[src/rtl/mem_ctrl_pkg.sv]
// Shared constants and types for the data-side memory controller.
package mem_ctrl_pkg;

    // Access size codes as presented by EX; 2'b11 is reserved and behaves as a word.
    localparam logic [1:0] MEM_SIZE_BYTE = 2'b00;
    localparam logic [1:0] MEM_SIZE_HALF = 2'b01;
    localparam logic [1:0] MEM_SIZE_WORD = 2'b10;

    localparam int NUM_LANES = 4;
    localparam int LANE_W    = 8;

    typedef enum logic [1:0] {
        MC_IDLE = 2'b00,
        MC_BUS  = 2'b01,
        MC_DONE = 2'b10
    } mc_state_t;

    // Request attributes held for the life of one bus transfer.
    typedef struct packed {
        logic       wr;
        logic       sign;
        logic [1:0] size;
        logic [1:0] off;
    } mem_req_t;

endpackage

[src/rtl/mem_lane.sv]
// Byte-lane steering: store replication / byte enables and load extract / extend / rotate.
module mem_lane
    import mem_ctrl_pkg::*;
(
    input  logic [1:0]  st_size,
    input  logic [1:0]  st_off,
    input  logic [31:0] st_data,
    output logic [3:0]  st_be,
    output logic [31:0] st_word,
    input  logic [1:0]  ld_size,
    input  logic [1:0]  ld_off,
    input  logic        ld_sign,
    input  logic [31:0] ld_word,
    output logic [31:0] ld_data
);

    logic [7:0]  ld_byte;
    logic [15:0] ld_half;
    logic [63:0] ld_dbl;
    logic [31:0] ld_rot;

    assign ld_byte = ld_word[{ld_off, 3'b000} +: 8];
    assign ld_half = ld_off[1] ? ld_word[31:16] : ld_word[15:0];
    // Rotating a doubled word gives the ARMv4 unaligned-LDR result without a barrel mux.
    assign ld_dbl  = {ld_word, ld_word};
    assign ld_rot  = ld_dbl[{ld_off, 3'b000} +: 32];

    // Store side: replicate the datum across every lane it could land in, enable only its lanes.
    always_comb begin
        st_be   = 4'b1111;
        st_word = st_data;
        case (st_size)
            MEM_SIZE_BYTE: begin
                st_be   = 4'b0001 << st_off;
                st_word = {4{st_data[7:0]}};
            end
            MEM_SIZE_HALF: begin
                st_be   = st_off[1] ? 4'b1100 : 4'b0011;
                st_word = {2{st_data[15:0]}};
            end
            default: ;
        endcase
    end

    // Load side: pick the addressed lane and extend it; words (and reserved size) rotate.
    always_comb begin
        ld_data = ld_rot;
        case (ld_size)
            MEM_SIZE_BYTE: ld_data = {{24{ld_sign & ld_byte[7]}}, ld_byte};
            MEM_SIZE_HALF: ld_data = {{16{ld_sign & ld_half[15]}}, ld_half};
            default: ;
        endcase
    end

endmodule

[src/rtl/mem_ctrl.sv]
// Single-outstanding load/store controller between EX/WB and an ack-handshaked data bus.
module mem_ctrl
    import mem_ctrl_pkg::*;
(
    input  logic        i_clk,
    input  logic        i_rst,
    input  logic        i_memctrl_vld,
    input  logic        i_memctrl_wr,
    input  logic        i_memctrl_sign,
    input  logic [1:0]  i_memctrl_size,
    input  logic [31:0] i_memctrl_addr,
    input  logic [31:0] i_memctrl_wdata,
    output logic        o_stall,
    output logic [31:0] o_rdata,
    output logic        o_rdata_vld,
    output logic        o_abort,
    output logic        o_bus_req,
    output logic        o_bus_wr,
    output logic [31:0] o_bus_addr,
    output logic [3:0]  o_bus_be,
    output logic [31:0] o_bus_wdata,
    input  logic        i_bus_ack,
    input  logic        i_bus_err,
    input  logic [31:0] i_bus_rdata
);

    mc_state_t   state, state_nxt;
    mem_req_t    req_q;
    logic        err_q;
    logic        accept;
    logic        bus_done;
    logic [3:0]  lane_be;
    logic [31:0] lane_wdata;
    logic [31:0] lane_rdata;

    assign accept   = (state == MC_IDLE) && i_memctrl_vld;
    assign bus_done = (state == MC_BUS) && i_bus_ack;

    // Store formatting works on the live EX request; load formatting on the latched one.
    mem_lane u_lane (
        .st_size (i_memctrl_size),
        .st_off  (i_memctrl_addr[1:0]),
        .st_data (i_memctrl_wdata),
        .st_be   (lane_be),
        .st_word (lane_wdata),
        .ld_size (req_q.size),
        .ld_off  (req_q.off),
        .ld_sign (req_q.sign),
        .ld_word (i_bus_rdata),
        .ld_data (lane_rdata)
    );

    // State register.
    always_ff @(posedge i_clk) begin
        if (i_rst) state <= MC_IDLE;
        else       state <= state_nxt;
    end

    // Next state and handshake outputs; DONE drops stall so EX retires the request.
    always_comb begin
        state_nxt   = state;
        o_stall     = 1'b0;
        o_bus_req   = 1'b0;
        o_rdata_vld = 1'b0;
        o_abort     = 1'b0;
        case (state)
            MC_IDLE: begin
                if (i_memctrl_vld) begin
                    o_stall   = 1'b1;
                    state_nxt = MC_BUS;
                end
            end
            MC_BUS: begin
                o_stall   = 1'b1;
                o_bus_req = 1'b1;
                if (i_bus_ack) state_nxt = MC_DONE;
            end
            MC_DONE: begin
                state_nxt = MC_IDLE;
                if (err_q)          o_abort     = 1'b1;
                else if (!req_q.wr) o_rdata_vld = 1'b1;
            end
            default: state_nxt = MC_IDLE;
        endcase
    end

    // Latch the request and its bus image at acceptance; bus outputs stay frozen until the next one.
    always_ff @(posedge i_clk) begin
        if (i_rst) begin
            req_q       <= '0;
            o_bus_wr    <= 1'b0;
            o_bus_addr  <= '0;
            o_bus_be    <= '0;
            o_bus_wdata <= '0;
        end else if (accept) begin
            req_q       <= '{wr:   i_memctrl_wr,
                             sign: i_memctrl_sign,
                             size: i_memctrl_size,
                             off:  i_memctrl_addr[1:0]};
            o_bus_wr    <= i_memctrl_wr;
            o_bus_addr  <= {i_memctrl_addr[31:2], 2'b00};
            o_bus_be    <= i_memctrl_wr ? lane_be : 4'b1111;
            o_bus_wdata <= lane_wdata;
        end
    end

    // Capture the formatted read word and error status on the acking cycle.
    always_ff @(posedge i_clk) begin
        if (i_rst) begin
            err_q   <= 1'b0;
            o_rdata <= '0;
        end else if (bus_done) begin
            err_q   <= i_bus_err;
            o_rdata <= lane_rdata;
        end
    end

endmodule
[config.mk]
export PLATFORM = sky130hd
export DESIGN_NAME = mem_ctrl
export DESIGN_NICKNAME = d
export VERILOG_FILES = /design/src/rtl/mem_ctrl_pkg.sv /design/src/rtl/mem_lane.sv /design/src/rtl/mem_ctrl.sv
export SDC_FILE = /design/constraint.sdc
export NUM_CORES = 1
export LEC_CHECK = 0
export BUFFER_PORTS_ARGS = -buffer_cell sky130_fd_sc_hd__buf_2
export CAP_MARGIN = 0
export CELL_PAD_IN_SITES_DETAIL_PLACEMENT = 2
export CELL_PAD_IN_SITES_GLOBAL_PLACEMENT = 2
export CORE_ASPECT_RATIO = 1.1
export CORE_MARGIN = 4
export CORE_UTILIZATION = 24
export DETAILED_ROUTE_END_ITERATION = 7
export HOLD_SLACK_MARGIN = 0.02
export PLACE_DENSITY = 0.76
export SLEW_MARGIN = 20
export SYNTH_ARGS = -nofsm -noshare
export SYNTH_HDL_FRONTEND = slang
export SYNTH_SLANG_ARGS = --single-unit
[constraint.sdc]
create_clock -name i_clk -period 1.36 [get_ports i_clk]
set_clock_uncertainty 0.05 [all_clocks]
set_input_delay 0.204 -clock i_clk [delete_from_list [all_inputs] [get_ports i_clk]]
set_output_delay 0.204 -clock i_clk [all_outputs]
set_load 0.02 [all_outputs]
# After elaboration in Yosys (flattened, before gate mapping)

Index checks and enable logic that the tools add are counted.

Equality and inequality tests: 6
Shifts and indexed selects: 3
Multiplexer cells: 17
Bitwise logic cells: 2
Reduce and logical (&&, ||, !) cells: 6

Operator list:

| operator            | number |
|---|---|
| $pmux 32 s2         | 2 |
| $shiftx 64x6->32    | 1 |
| $shiftx 32x6->8     | 1 |
| $mux 16             | 1 |
| $mux 4              | 2 |
| $pmux 4 s2          | 1 |
| $mux 1              | 7 |
| $eq 2x1->1 const B  | 3 |
| $logic_not 2->1     | 3 |
| $mux 2              | 2 |
| $ne 2x2->1 const B  | 2 |
| $pmux 2 s2          | 1 |
| $shl 1x2->4 const A | 1 |
| $and 1x1->1         | 2 |
| $eq 2x2->1 const B  | 1 |
| $logic_and 1x1->1   | 2 |
| $pmux 1 s2          | 1 |
| $reduce_and 2->1    | 1 |

Register bits: 107
Bits of input ports: 105
Output and inout port bits: 105
Logic and storage cells: 44

# Depth between registers and ports, before layout

Depth in word-level cells: 3
Gate-level depth with buffers: 7

# Hierarchy

A second synthesis with hierarchy kept.

Cell total of the unflattened synthesis: 648
Area total of the unflattened synthesis: 5432.7 µm²

Modules (own cells, without submodules):

| module   | times used | cells each | area each (µm²) | seq. area each (µm²) |
|---|---|---|---|---|
| mem_ctrl | 1          | 472        | 3778.6          | 2142.1 |
| mem_lane | 1          | 176        | 1654.1          | 0.0 |

# Least setup slack after synthesis

OpenSTA, ideal clock, no wires.

Path type: register -> register
Start: register state[1]
End: register o_rdata[21]
Library setup time: 0.145 ns
Arrival: 1.386 ns
Slack: -0.221 ns
Stages on the path, launching flop included: 6
Path buffers: 1
Clock period less this slack: 1.581 ns
Path through: dfxtp_1 and2b_1 nand2_2 o22ai_2 buf_6 a211oi_2

Longest elaborated chain between the ends: 2

Ends and longest elaborated chain:

| item                   | RTL line        | text |
|---|---|---|
| start, declared        | mem_ctrl.sv:27  | `mc_state_t state, state_nxt;` |
| start signal, assigned | mem_ctrl.sv:56  | `else state <= state_nxt;` |
| $eq 2x1->1             | mem_ctrl.sv:37  | `assign bus_done = (state == MC_BUS) && i_bus_ack;` |
| $logic_and 1x1->1      | mem_ctrl.sv:37  |  |
| end signal, assigned   | mem_ctrl.sv:114 | `o_rdata <= lane_rdata;` |
| end, declared          | mem_ctrl.sv:14  | `output logic [31:0] o_rdata,` |

No other way between the ends.
A chain may end at the register's enable or synchronous reset.

# Worst setup path in the final report

Start: register req_q[1] in the netlist's numbering
End: register o_rdata[31]

Longest elaborated chain between the ends: 3

Ends and longest elaborated chain:

| item                                              | RTL line                       | text |
|---|---|---|
| start, declared                                   | mem_ctrl.sv:28                 | `mem_req_t req_q;` |
| start signal, assigned                            | mem_ctrl.sv:96                 | `req_q <= '{wr: i_memctrl_wr,` |
| $shiftx 32x6->8 / $mux 16 (equally long branches) | mem_lane.sv:22, mem_lane.sv:23 |  |
| $and 1x1->1, on equally long branches             | mem_lane.sv:49, mem_lane.sv:50 |  |
| $pmux 32 s2 *                                     | mem_lane.sv:48                 | `case (ld_size)` |

Every way passes the cells marked *; elsewhere a longest branch is shown, timed or not.

==> reports/qor.csv <==
stage,metric,value,unit
timing,fin crit share,122,%
timing,hold_ws,0.0367,ns
clock_tree,H-tree depth,3,
routing,final WL,23100,um
timing,Final Setup Violations,80,
clock_tree,CTS Buffer Depth,2,
timing,"Hold Vio Cnt, Final",0,
timing,Final Critical Period,1.65,ns
routing,Initial DRT Pass Iterations,4,
worst_setup_path,crit-path max FO,16,
power,Internal Pwr Total,5.87,mW
die,# rows,55,
cells_and_area,filler cell count,2376,
grt,vias in the first global route,5970,
routing,Routed Antenna Nets,0,
timing,max frequency,605,MHz
timing,worst setup margin,-0.293,ns
power,maximum vdd ir drop,0.531,mV
logic_synthesis,"FF+latch count, synth",107,
grt,pin count of the biggest net entering global routing,57,
power,power density over the cells,1100,nW/um2
min_path,hold worst-path end,o_bus_addr[19],
die,num ports,210,
cells_and_area,Layout Cells excl Fill,1118,
logic_synthesis,Mapped Cells,605,
grt,initial antenna violation count,0,
worst_setup_path,Critical Path RT,1.56,ns
place,Area after DPL,6760,um2
grt,GR Overflow Total,0,
cells_and_area,layout cells sized above 1,44.8,%
power,Clock power frac,33.4,%
worst_setup_path,r2r endpoint,o_rdata[31],
worst_setup_path,Setup crit end kind,register,
worst_setup_path,worst r2r src,req_q[1],
die,die height,161,um
grt,first-pass GRT wire length,33900,um
routing,vias,5522,
power,Flop pwr share,40.7,%
logic_synthesis,Yosys cell types,41,
timing,RSZ-0062 raised after global routing,true,
cells_and_area,antenna cells,0,
place,hpwl dp,14700,um
logic_synthesis,sequential share of the synthesized area,41.8,%
cells_and_area,layout net count,935,
min_path,Min-Delay Path Class,in2reg,
status,violated checks,negative setup slack,
worst_setup_path,Worst setup SP type,register,
power,Net Switching,2.64,mW
status,outcome,"finished, violations left",
power,combinational power share,25.8,%
timing,Slew Limit Fails,0,
clock_tree,CTS sink cnt,107,
clock_tree,"Reg clk slew, reported paths",0.07,ns
min_path,Cells on Worst Hold Path,3,
die,DIE AREA,23700,um2
clock_tree,clk_lat worst skew,0.35,ns
routing,Avg WL per Cell,20.7,um
worst_setup_path,FF-to-FF setup slack,-0.29,ns
worst_setup_path,Worst EP arrival,1.85,ns
power,Lkg Pwr,3.28,nW
power,Sw Ratio,31.1,%
grt,overall routing resource usage,17.8,%
cells_and_area,Final Instance Area,7720,um2
routing,vias per cell,4.94,
routing,DRC viols,0,
cells_and_area,P&R area growth vs syn,50.9,%
place,PortBufs,207,
logic_synthesis,synthesized area,5120,um2
logic_synthesis,Ys Warns,0,
cells_and_area,fin util,37.2,%
clock_tree,number of CTS-inserted buffers,9,
clock_tree,CTS tree,built,
die,area of the core,20800,um2
clock_tree,Root Buffer,clkbuf_16,
die,Starting Density,24.6,%
logic_synthesis,Avg Inst Size Synth,8.46,um2
die,die width,147,um
min_path,Hold Startpoint,i_memctrl_addr[19],
worst_setup_path,R2R cell count,6,
routing,Initial DRC Count,193,
place,GP Congestion,0.740,
flow_run,Max-cap violations,0,
worst_setup_path,Critical Setup Path Class,reg2reg,
place,placed insts,1082,
power,total power,8.51,mW
## cell usage after synthesis (all sizes together)
| master | instances | area (um2) |
|---|---|---|
| nor3 | 1 | 5.00 |
| o22ai | 2 | 25.0 |
| conb | 1 | 3.75 |
| dfxtp | 107 | 2140 |
| nor2b | 2 | 12.5 |
| or2b | 1 | 7.51 |
| mux2 | 24 | 270 |
| o21ai | 18 | 90.1 |
| a211o | 2 | 20.0 |
| or2 | 1 | 6.26 |
| a221oi | 6 | 52.6 |
| nor3b | 1 | 7.51 |
| a22oi | 8 | 60.1 |
| nand3b | 2 | 15.0 |
| nand2 | 141 | 532 |
| a21oi | 63 | 319 |
| nand2b | 6 | 37.5 |
| inv | 1 | 3.75 |
| and3b | 2 | 17.5 |
| o211ai | 10 | 75.1 |
| nand3 | 7 | 35.0 |
| o21bai | 1 | 7.51 |
| mux4 | 5 | 128 |
| a311oi | 12 | 105 |
| a211oi | 34 | 305 |
| mux2i | 28 | 280 |
| and2b | 1 | 7.51 |
| buf | 23 | 166 |
| and2 | 3 | 20.0 |
| nor4b | 1 | 8.76 |
| clkbuf | 33 | 135 |
| nor2 | 58 | 218 |
## layer usage
layer  GRT usage, %  vias up  wire length [um]
li1               -     2556                 -
met1           20.5     2732              9110
met2           32.6      198             12200
met3           4.10       36              1260
met4           5.34        0               609
met5              0        -                 0
## sequential cells by signal, summed over array words and instances (netlist names)
name         cells
o_bus_be         4
state            2
o_rdata         32
req_q            6
o_bus_wdata     32
err_q            1
o_bus_addr      30
## placed cells by master, fill, tap and decap left out, types with 3 or more instances in the layout
cell type / n
a22oi_2: 5
a22oi_1: 3
nand3_1: 6
o21ai_0: 18
mux2_4: 14
dfxtp_2: 3
a311oi_2: 4
a211oi_1: 16
buf_12: 16
nand2b_1: 5
mux4_2: 3
clkbuf_16: 11
and2_4: 3
buf_2: 202
nand2_1: 139
a221oi_4: 3
mux2i_1: 21
dfxtp_1: 102
buf_4: 29
a21oi_1: 60
mux2i_2: 5
a221oi_2: 3
buf_16: 4
a211oi_2: 17
a311oi_1: 8
nor2_1: 58
o211ai_1: 10
buf_6: 15
mux2_2: 10
## kinds of logic (layout without fill, tap and decap cells)
kind of cell / Yosys count / in the layout / share of synthesized area, %
AOI/OAI and AO/OA: 156 / 156 / 20.7
other: 1 / 2 / 0.0733
buffers and inverters: 57 / 284 / 5.96
DFF: 107 / 107 / 41.8
and+or+nand+nor: 227 / 227 / 18.2
muxes: 57 / 57 / 13.2
## how the worst max path moves through the flow
stage,start,end,slack (ns),cells past startpoint
after floorplan,req_q[0],o_rdata[21],-0.11,6
after global placement,req_q[0],o_rdata[18],-0.36,4
after detailed placement,req_q[0],o_rdata[18],-0.44,4
after CTS,req_q[1],o_rdata[21],-0.21,6
after global routing,req_q[1],o_rdata[31],-0.32,6
final,req_q[1],o_rdata[31],-0.29,6
## what timing repair did
| item | in CTS | in global routing |
|---|---|---|
| hold buffers | 1 | 0 |
| setup buffers | 12 | 3 |
| pin swaps | 14 | 9 |
| endpoints found under the hold margin | 1 | 0 |
| setup endpoints to repair | 90 | 109 |
| gates resized for setup | 49 | 34 |
| cloned | 4 | 2 |
## area by class of cell
class	count	area [um2]	share of cell area (%)
clock buffer	9	225	2.92
clock inverter	5	80.1	1.04
inverter	1	3.75	0.0486
multi-input combinational	442	3020	39.1
sequential	107	2150	27.9
tap	285	357	4.62
timing repair buffer	269	1890	24.4
## stage by stage
step | TNS (ns) | worst slack [ns]
finish | -8.37 | -0.293
global route | -18.37 | -0.322
CTS | -8.95 | -0.210
detailed placement | -12.00 | -0.437
global placement | -8.05 | -0.363
floorplan | -1.69 | -0.108
## power by group through the flow
| stage | logic (mW) | clock network (mW) | registers [mW] |
|---|---|---|---|
| finish | 2.20 | 2.85 | 3.47 |
| global placement | 1.83 | 0 | 3.53 |
| floorplan | 0.866 | 0 | 3.76 |
| global route | 2.36 | 3.08 | 3.50 |
| detailed placement | 1.88 | 0 | 3.54 |
| CTS | 2.08 | 2.94 | 3.47 |
## worst max-delay path: stages (launching register included)
cell and delay (ns):
dfxtp_4 0.36, buf_12 0.13, or2_4 0.26, o22ai_4 0.20, o22ai_4 0.11, buf_12 0.18, a211oi_1 0.25
Power figures use the tool's default switching activity.
